==> config.mk <==
export PLATFORM = sky130hd
export DESIGN_NAME = terminal_writer_flat
export DESIGN_NICKNAME = d
export VERILOG_FILES = /design/src/rtl/term_pkg.sv /design/src/rtl/terminal_writer_if.sv /design/src/rtl/term_cursor_ctr.sv /design/src/rtl/terminal_writer.sv /design/src/flat_wrapper.sv
export SDC_FILE = /design/constraint.sdc
export NUM_CORES = 1
export LEC_CHECK = 0
export CORE_MARGIN = 2
export CORE_UTILIZATION = 40
export CTS_CLUSTER_SIZE = 28
export DETAILED_ROUTE_END_ITERATION = 10
export SLEW_MARGIN = 20
export SYNTH_ARGS = -nofsm -noshare
export SYNTH_HDL_FRONTEND = slang
export SYNTH_SLANG_ARGS = --single-unit
==> constraint.sdc <==
create_clock -name sys_clk -period 2.5 [get_ports sys_clk]
set_input_delay 0.375 -clock sys_clk [delete_from_list [all_inputs] [get_ports sys_clk]]
set_output_delay 0.375 -clock sys_clk [all_outputs]
set_load 0.02 [all_outputs]
==> src/rtl/term_pkg.sv <==
// Shared constants, video word layout and encodings for the text terminal writer.
// Imported by the interface, the cursor counter and the top level.
package term_pkg;

    localparam int TERM_COLS  = 40;
    localparam int TERM_ROWS  = 30;
    localparam int TERM_CELLS = TERM_COLS * TERM_ROWS;
    localparam int ADDR_W     = 11;
    localparam int WORD_W     = 16;

    localparam int BIT_CURSOR    = 14;
    localparam int BIT_BLINK     = 13;
    localparam int BIT_INVERTED  = 12;
    localparam int BIT_RED       = 11;
    localparam int BIT_GREEN     = 10;
    localparam int BIT_BLUE      = 9;
    localparam int BIT_INTENSITY = 8;

    localparam logic [7:0] CH_BS       = 8'h08;
    localparam logic [7:0] CH_LF       = 8'h0A;
    localparam logic [7:0] CH_FF       = 8'h0C;
    localparam logic [7:0] CH_CR       = 8'h0D;
    localparam logic [7:0] CH_PRINT_LO = 8'h20;
    localparam logic [7:0] CH_PRINT_HI = 8'h7E;

    typedef enum logic [3:0] {
        CLEAR_ALL, IDLE, PUT, CUR_RD, CUR_WR, OLD_RD, OLD_WR, SCR_RD, SCR_WR, SCR_CLR
    } state_t;

    typedef enum logic [1:0] {CMD_PRINT, CMD_NL, CMD_BS} cmd_t;

    typedef enum logic [2:0] {OP_NONE, OP_ADV, OP_NL, OP_BS, OP_HOME} cur_op_t;

    function automatic logic is_printable(input logic [7:0] c);
        return (c >= CH_PRINT_LO) && (c <= CH_PRINT_HI);
    endfunction

    // Attribute bits are placed one by one so the word layout lives only in the constants above.
    function automatic logic [WORD_W-1:0] make_word(input logic cursor, input logic [5:0] attr,
                                                    input logic [7:0] ch);
        logic [WORD_W-1:0] w;
        w                = '0;
        w[BIT_CURSOR]    = cursor;
        w[BIT_BLINK]     = attr[5];
        w[BIT_INVERTED]  = attr[4];
        w[BIT_RED]       = attr[3];
        w[BIT_GREEN]     = attr[2];
        w[BIT_BLUE]      = attr[1];
        w[BIT_INTENSITY] = attr[0];
        w[7:0]           = ch;
        return w;
    endfunction

endpackage

==> src/rtl/terminal_writer_if.sv <==
// Character input handshake and video-RAM port of the terminal writer.
// master is the writer side, slave is the character source plus RAM.
interface terminal_writer_if;
    import term_pkg::*;

    logic              char_valid;
    logic [7:0]        char_data;
    logic [5:0]        char_attr;
    logic              char_ready;
    logic              we;
    logic [ADDR_W-1:0] mem_addr;
    logic [WORD_W-1:0] mem_data;
    logic [WORD_W-1:0] ret_data;

    modport master (
        input  char_valid, char_data, char_attr, ret_data,
        output char_ready, we, mem_addr, mem_data
    );

    modport slave (
        output char_valid, char_data, char_attr, ret_data,
        input  char_ready, we, mem_addr, mem_data
    );

endinterface

==> src/rtl/term_cursor_ctr.sv <==
// Cursor position keeper: row/col, wrap, backspace, and the linear cell address.
// The scroll flags say whether an advance or a newline would run off the last row.
module term_cursor_ctr
    import term_pkg::*;
#(
    parameter int COLS = TERM_COLS,
    parameter int ROWS = TERM_ROWS
) (
    input  logic              sys_clk,
    input  logic              rst,
    input  cur_op_t           i_op,
    output logic [ADDR_W-1:0] o_addr,
    output logic              o_col_zero,
    output logic              o_scroll_adv,
    output logic              o_scroll_nl
);
    localparam int CW = $clog2(COLS);
    localparam int RW = $clog2(ROWS);

    logic [CW-1:0] r_col;
    logic [RW-1:0] r_row;
    logic          w_col_last;
    logic          w_row_last;

    assign w_col_last   = (r_col == CW'(COLS - 1));
    assign w_row_last   = (r_row == RW'(ROWS - 1));
    assign o_col_zero   = (r_col == '0);
    assign o_scroll_adv = w_col_last && w_row_last;
    assign o_scroll_nl  = w_row_last;
    assign o_addr       = ADDR_W'(r_row) * ADDR_W'(COLS) + ADDR_W'(r_col);

    // The row saturates at the bottom; the writer scrolls the RAM contents instead.
    always_ff @(posedge sys_clk or posedge rst) begin
        if (rst) begin
            r_col <= '0;
            r_row <= '0;
        end else begin
            case (i_op)
                OP_ADV: begin
                    if (w_col_last) begin
                        r_col <= '0;
                        if (!w_row_last) r_row <= r_row + RW'(1);
                    end else begin
                        r_col <= r_col + CW'(1);
                    end
                end
                OP_NL: begin
                    r_col <= '0;
                    if (!w_row_last) r_row <= r_row + RW'(1);
                end
                OP_BS:   if (!o_col_zero) r_col <= r_col - CW'(1);
                OP_HOME: begin
                    r_col <= '0;
                    r_row <= '0;
                end
                default: ;
            endcase
        end
    end

endmodule

==> src/rtl/terminal_writer.sv <==
// Text terminal writer: turns a character stream into video-RAM cell writes,
// handling cursor drawing, newline, backspace, form feed and scrolling.
module terminal_writer
    import term_pkg::*;
#(
    parameter int         COLS     = TERM_COLS,
    parameter int         ROWS     = TERM_ROWS,
    parameter logic [5:0] DEF_ATTR = 6'b001111
) (
    input logic               sys_clk,
    input logic               rst,
    terminal_writer_if.master bus
);
    localparam int                CELLS     = COLS * ROWS;
    localparam logic [ADDR_W-1:0] COLS_A    = ADDR_W'(COLS);
    localparam logic [ADDR_W-1:0] CELLS_A   = ADDR_W'(CELLS);
    localparam logic [ADDR_W-1:0] LAST_CELL = ADDR_W'(CELLS - 1);
    localparam logic [ADDR_W-1:0] LAST_ROW  = ADDR_W'(CELLS - COLS);

    state_t            r_state, w_next;
    cmd_t              r_cmd, w_cmd_next;
    logic [ADDR_W-1:0] r_idx, w_idx_next;
    logic [7:0]        r_char;
    logic [5:0]        r_attr;
    logic              w_accept;
    cur_op_t           w_op;
    logic [ADDR_W-1:0] w_cur_addr;
    logic              w_col_zero, w_scroll_adv, w_scroll_nl;

    term_cursor_ctr #(.COLS(COLS), .ROWS(ROWS)) u_cursor (
        .sys_clk      (sys_clk),
        .rst          (rst),
        .i_op         (w_op),
        .o_addr       (w_cur_addr),
        .o_col_zero   (w_col_zero),
        .o_scroll_adv (w_scroll_adv),
        .o_scroll_nl  (w_scroll_nl)
    );

    always_ff @(posedge sys_clk or posedge rst) begin
        if (rst) begin
            r_state <= CLEAR_ALL;
            r_cmd   <= CMD_PRINT;
            r_idx   <= '0;
            r_char  <= '0;
            r_attr  <= DEF_ATTR;
        end else begin
            r_state <= w_next;
            r_cmd   <= w_cmd_next;
            r_idx   <= w_idx_next;
            if (w_accept) begin
                r_char <= bus.char_data;
                r_attr <= bus.char_attr;
            end
        end
    end

    // Outputs are gated by rst so the RAM port goes quiet the moment reset is asserted.
    // r_idx sweeps the clear, the scroll copy and the last-row blanking.
    always_comb begin
        w_next         = r_state;
        w_cmd_next     = r_cmd;
        w_idx_next     = r_idx;
        w_op           = OP_NONE;
        w_accept       = 1'b0;
        bus.char_ready = 1'b0;
        bus.we         = 1'b0;
        bus.mem_addr   = '0;
        bus.mem_data   = '0;
        if (!rst) begin
            case (r_state)
                CLEAR_ALL: begin
                    bus.we = 1'b1;
                    if (r_idx == CELLS_A) begin
                        bus.mem_data = make_word(1'b1, r_attr, 8'h00);
                        w_idx_next   = '0;
                        w_next       = IDLE;
                    end else begin
                        bus.mem_addr = r_idx;
                        w_idx_next   = r_idx + ADDR_W'(1);
                    end
                end
                IDLE: begin
                    bus.char_ready = 1'b1;
                    if (bus.char_valid) begin
                        w_accept = 1'b1;
                        if (is_printable(bus.char_data)) begin
                            w_cmd_next = CMD_PRINT;
                            w_next     = PUT;
                        end else if (bus.char_data == CH_CR || bus.char_data == CH_LF) begin
                            w_cmd_next = CMD_NL;
                            w_next     = OLD_RD;
                        end else if (bus.char_data == CH_BS) begin
                            w_cmd_next = CMD_BS;
                            w_next     = w_col_zero ? CUR_RD : OLD_RD;
                        end else if (bus.char_data == CH_FF) begin
                            w_op       = OP_HOME;
                            w_idx_next = '0;
                            w_next     = CLEAR_ALL;
                        end
                    end
                end
                PUT: begin
                    bus.we       = 1'b1;
                    bus.mem_addr = w_cur_addr;
                    bus.mem_data = (r_cmd == CMD_BS) ? '0 : make_word(1'b0, r_attr, r_char);
                    w_next       = CUR_RD;
                    if (r_cmd == CMD_PRINT) begin
                        w_op = OP_ADV;
                        if (w_scroll_adv) begin
                            w_idx_next = COLS_A;
                            w_next     = SCR_RD;
                        end
                    end
                end
                OLD_RD: begin
                    bus.mem_addr = w_cur_addr;
                    w_next       = OLD_WR;
                end
                OLD_WR: begin
                    bus.we                   = 1'b1;
                    bus.mem_addr             = w_cur_addr;
                    bus.mem_data             = bus.ret_data;
                    bus.mem_data[BIT_CURSOR] = 1'b0;
                    if (r_cmd == CMD_BS) begin
                        w_op   = OP_BS;
                        w_next = PUT;
                    end else begin
                        w_op   = OP_NL;
                        w_next = CUR_RD;
                        if (w_scroll_nl) begin
                            w_idx_next = COLS_A;
                            w_next     = SCR_RD;
                        end
                    end
                end
                SCR_RD: begin
                    bus.mem_addr = r_idx;
                    w_next       = SCR_WR;
                end
                SCR_WR: begin
                    bus.we       = 1'b1;
                    bus.mem_addr = r_idx - COLS_A;
                    bus.mem_data = bus.ret_data;
                    if (r_idx == LAST_CELL) begin
                        w_idx_next = LAST_ROW;
                        w_next     = SCR_CLR;
                    end else begin
                        w_idx_next = r_idx + ADDR_W'(1);
                        w_next     = SCR_RD;
                    end
                end
                SCR_CLR: begin
                    bus.we       = 1'b1;
                    bus.mem_addr = r_idx;
                    if (r_idx == LAST_CELL) begin
                        w_next = CUR_RD;
                    end else begin
                        w_idx_next = r_idx + ADDR_W'(1);
                    end
                end
                CUR_RD: begin
                    bus.mem_addr = w_cur_addr;
                    w_next       = CUR_WR;
                end
                CUR_WR: begin
                    bus.we       = 1'b1;
                    bus.mem_addr = w_cur_addr;
                    bus.mem_data = make_word(1'b1, r_attr, bus.ret_data[7:0]);
                    w_next       = IDLE;
                end
                default: begin
                    w_idx_next = '0;
                    w_next     = CLEAR_ALL;
                end
            endcase
        end
    end

endmodule
==> src/flat_wrapper.sv <==
// flat-port wrapper written by rule: the top's interface ports become plain ports
module terminal_writer_flat import term_pkg::*;
#(
    parameter int         COLS     = TERM_COLS,
    parameter int         ROWS     = TERM_ROWS,
    parameter logic [5:0] DEF_ATTR = 6'b001111
)
  (sys_clk, rst, bus_char_valid, bus_char_data, bus_char_attr, bus_ret_data, bus_char_ready, bus_we, bus_mem_addr, bus_mem_data);
  terminal_writer_if bus_i ();
  input logic sys_clk;
  input logic rst;
  input wire logic [$bits(bus_i.char_valid)-1:0] bus_char_valid;
  input wire logic [$bits(bus_i.char_data)-1:0] bus_char_data;
  input wire logic [$bits(bus_i.char_attr)-1:0] bus_char_attr;
  input wire logic [$bits(bus_i.ret_data)-1:0] bus_ret_data;
  output wire logic [$bits(bus_i.char_ready)-1:0] bus_char_ready;
  output wire logic [$bits(bus_i.we)-1:0] bus_we;
  output wire logic [$bits(bus_i.mem_addr)-1:0] bus_mem_addr;
  output wire logic [$bits(bus_i.mem_data)-1:0] bus_mem_data;
  assign bus_i.char_valid = bus_char_valid;
  assign bus_i.char_data = bus_char_data;
  assign bus_i.char_attr = bus_char_attr;
  assign bus_i.ret_data = bus_ret_data;
  assign bus_char_ready = bus_i.char_ready;
  assign bus_we = bus_i.we;
  assign bus_mem_addr = bus_i.mem_addr;
  assign bus_mem_data = bus_i.mem_data;
  terminal_writer #(.COLS(COLS), .ROWS(ROWS), .DEF_ATTR(DEF_ATTR)) u_core (.sys_clk(sys_clk), .rst(rst), .bus(bus_i));
endmodule
==> metrics, run 1 <==
gr busiest metal met2; commonest non-fill, non-tap cells in the layout buf_4, nand2_1, nor2_1; maximum vdd drop ~460 uV; post-DR vias/cell approximately 5.6; kind of capture point of the worst setup path output port; via count approximately 4400; synthesis warning total 0; most frequent standard cell in the layout excluding fill and tap cells buf_4; initial core utilization 0.414; #FFs+latches synth 42; Worst-Margin Slew 0.669 ns; Unique masters post-synth 72; total power consumption of the routed design 5970 uW; number of setup violations in the final report 11; number of rows created at floorplan 35; number of buffers added by the clock tree synthesis step 5; synthesized cell area 3840 um^2; area of all placed cells without fillers 5870 um^2; total power density per cell area between 1000 and 1500 nW/um^2; Slew Limit Fails 0; first-pass detailed-route iteration total 5; worst hold slack 0.419 ns; setup repair after global routing missed its margin true; Crit path largest cell delay between 0.4 and 0.5 ns; master cell of the clock root buffer clkbuf_8; largest fanout of any net on the critical path 3; Placed Area about 5400 um^2; fraction of final layout cells sized beyond drive strength 1 0.364; violated checks setup timing; Final Core Density 0.632; outcome finished, violations left; Die Area around 10000 um^2; worst setup margin -0.431 ns; Critical path buffers and inverters 2; Mapped Nets 537; class of the most critical setup path reg -> out; H-tree depth 2; met2 usage 0.444; maximum root-to-sink buffer count 2; top cell type's share of synthesized area 0.247; Tcrit/Tclk final 1.17; routed length per instance ~16 um; list of cells traversed by the critical path ha_1 > ha_2 > inv_2 > fa_2 > nand3b_1 > o21ai_2 > nand4_1 > a31oi_4 > buf_6; signal arrival time at the worst endpoint 2.56 ns; CP delay by family, top adder cells; Min Clock Period, post-route 2.93 ns; normalized max-slew margin 0.552; placer congestion estimate 0.910; number of hold violations in the final report 0; y dimension of the die about 100 um; number of standard cells after synthesis just under 500; count of buffers inserted at the top-level ports 61; Post-synth ARST share 1.00; Syn Area/Cell 7.92 um^2; post-route DRC violation count 0; maximum capacitance violations 0; Clock Sinks 42; relative area change from synthesis to final layout 52.7%; wire length of the first global-routing pass a little over 20 mm; Critical Path RT approximately 2.1 ns; register area share after synthesis 0.275; iteration-0 DRC count of the detailed router between 200 and 250; overall overflow remaining after global route 0; worst hold-check path type in -> reg; pin count of the biggest net entering global routing 24; crit start category flip-flop; antenna cells 0; antenna violations before repair 0; Worst Clk Skew 0.00744 ns; cell at the slowest stage of the critical path fa_2; Final TNS setup -2.02 ns; Leak ~0.0027 uW; grt met1 use 0.303; via count of the first global-routing pass ~4400; top_reg_cell synth dfrtp_1; die boundary width 102 um; area leader, netlist dfrtp_1; post-route antenna net violation count 0; Clock transition at path regs about 0.090 ns; clock latency at the later pin of the worst-skew pair roughly 0.31 ns; total track usage 0.245; top cells by area, synth dfrtp_1, nand2_1, ha_1, nor2_1, a21oi_1; EDFF count, synth 0; core region area slightly above 9000 um^2; clock tree from TritonCTS done; number of nets at the end of the flow roughly 710; I/O pins 62; peak clock frequency supported by timing between 0.3 and 0.4 GHz; hold buffer count at CTS 0; final wirelength about 13 mm; met3 layer usage reported by global route 0.0253; placed wire-length estimate after detailed placement 9.65 mm
cell families (layout without fill, tap and decap cells):
kind of cell / Yosys count / in the layout / synth area share
AOI/OAI and AO/OA: 139 / 139 / 0.253
DFF: 42 / 42 / 0.275
buffers and inverters: 50 / 225 / 0.0547
muxes: 7 / 7 / 0.0195
xor gates and xnor gates: 12 / 12 / 0.0274
adders and majority gates: 19 / 19 / 0.0658
and+or+nand+nor: 216 / 216 / 0.304
synth_stat cells, types with 3 or more instances:
cell type  number
nor3_1         13
nand2_1        58
and3_1         12
ha_1           17
or3b_2          3
o31ai_1         4
a21oi_1        27
dfstp_2         4
o211ai_1       16
nand2b_1        4
a211oi_1        5
nand3b_1       13
nand4_1         8
mux2i_1         3
nand3_1        10
a21o_1          3
mux2_2          3
a221oi_1        4
dfrtp_1        38
a31oi_1         8
o21ai_1         3
a211o_1         3
a22o_1         13
xor2_1          6
nor2_1         47
a22oi_1         8
a32o_1          5
nor2b_1         8
o22ai_1         5
inv_1          23
and2_1          6
buf_2           3
or3_1           5
clkbuf_1       19
o21ai_0        20
xnor2_1         6
nor4_1          3
or2_2           3
stage by stage:
step | setup WS [ns] | std cells
after floorplan | -0.0248 | 485
after global placement | -0.518 | 762
after detailed placement | -0.560 | 762
after CTS | -0.434 | 774
after global routing | -0.537 | 789
final | -0.431 | 789
sequential cells by signal (all words and copies together) (netlist names):
register,flops
u_core.r_cmd,2
u_core.r_state,4
u_core.u_cursor.r_row,5
u_core.r_idx,11
u_core.u_cursor.r_col,6
u_core.r_attr,6
u_core.r_char,8
worst paths after layout:
path	start	endpoint	slack, ns	depth (start not counted)
min	bus_char_data[4]	u_core.r_char[4]$_DFFE_PP0P_	0.42	4
min reg2reg	u_core.r_attr[2]$_DFFE_PP1P_	u_core.r_attr[2]$_DFFE_PP1P_	0.46	2
max reg2reg	u_core.r_state[1]$_DFFE_PP0P_	u_core.u_cursor.r_row[0]$_DFFE_PP0P_	0.12	7
min in group asynchronous	rst	u_core.r_cmd[1]$_DFFE_PP0P_	0.73	4
max in group asynchronous	rst	u_core.r_state[3]$_DFFE_PP0P_	1.43	4
max	u_core.u_cursor.r_row[1]$_DFFE_PP0P_	bus_mem_addr[10]	-0.43	9
power by group:
part	switching (uW)	total [uW]	internal, uW
sequential	171	1100	927
combinational	2220	4300	2080
clock	274	572	298
total	2660	5970	3300
layout make-up:
class                           instances  area, um^2
Multi-Input combinational cell        393        2850
Fill cell                             858        3420
Sequential cell                        42        1060
Clock buffer                            5        68.8
Clock inverter                          3        45.0
Timing Repair Buffer                  194        1590
Inverter                               23        90.1
Tap cell                              129         161
per-layer routing:
| layer | part of all wire | wire (um) |
|---|---|---|
| met1 | 0.43 | 5390 |
| met5 | 0 | 0 |
| met4 | 0.025 | 322 |
| met2 | 0.50 | 6350 |
| met3 | 0.046 | 584 |
worst register-to-register path, delay by kind of cell (launching register included):
family          cells  cell delay [ns]
compound gates      3             0.70
buf+inv             2             0.29
flops               1             0.44
simple gates        2             0.83
timing repair:
action / 4_1_cts / 5_1_grt
endpoints found under the setup margin: 34 / 44
gates resized for setup: 108 / 90
buffers inserted: 3 / 15
pin swaps: 7 / 22
gates cloned: 1 / 1
Power figures use the tool's default switching activity.
==> run 2: changes to the inputs <==
--- a/config.mk
+++ b/config.mk
@@ -9,6 +9,7 @@
 export CORE_UTILIZATION = 40
 export CTS_CLUSTER_SIZE = 28
 export DETAILED_ROUTE_END_ITERATION = 10
+export HOLD_SLACK_MARGIN = 0.15
 export SLEW_MARGIN = 20
 export SYNTH_ARGS = -nofsm -noshare
 export SYNTH_HDL_FRONTEND = slang
==> results of run 2 <==
No change in the layout: final DEF, timing and power equal those of run 1.
==> run 3: changes to the inputs <==
--- a/config.mk
+++ b/config.mk
@@ -10,7 +10,6 @@
 export CTS_CLUSTER_SIZE = 28
 export DETAILED_ROUTE_END_ITERATION = 10
 export HOLD_SLACK_MARGIN = 0.15
-export SLEW_MARGIN = 20
 export SYNTH_ARGS = -nofsm -noshare
 export SYNTH_HDL_FRONTEND = slang
 export SYNTH_SLANG_ARGS = --single-unit
==> results of run 3 <==
No change in the layout: final DEF, timing and power equal those of run 1.
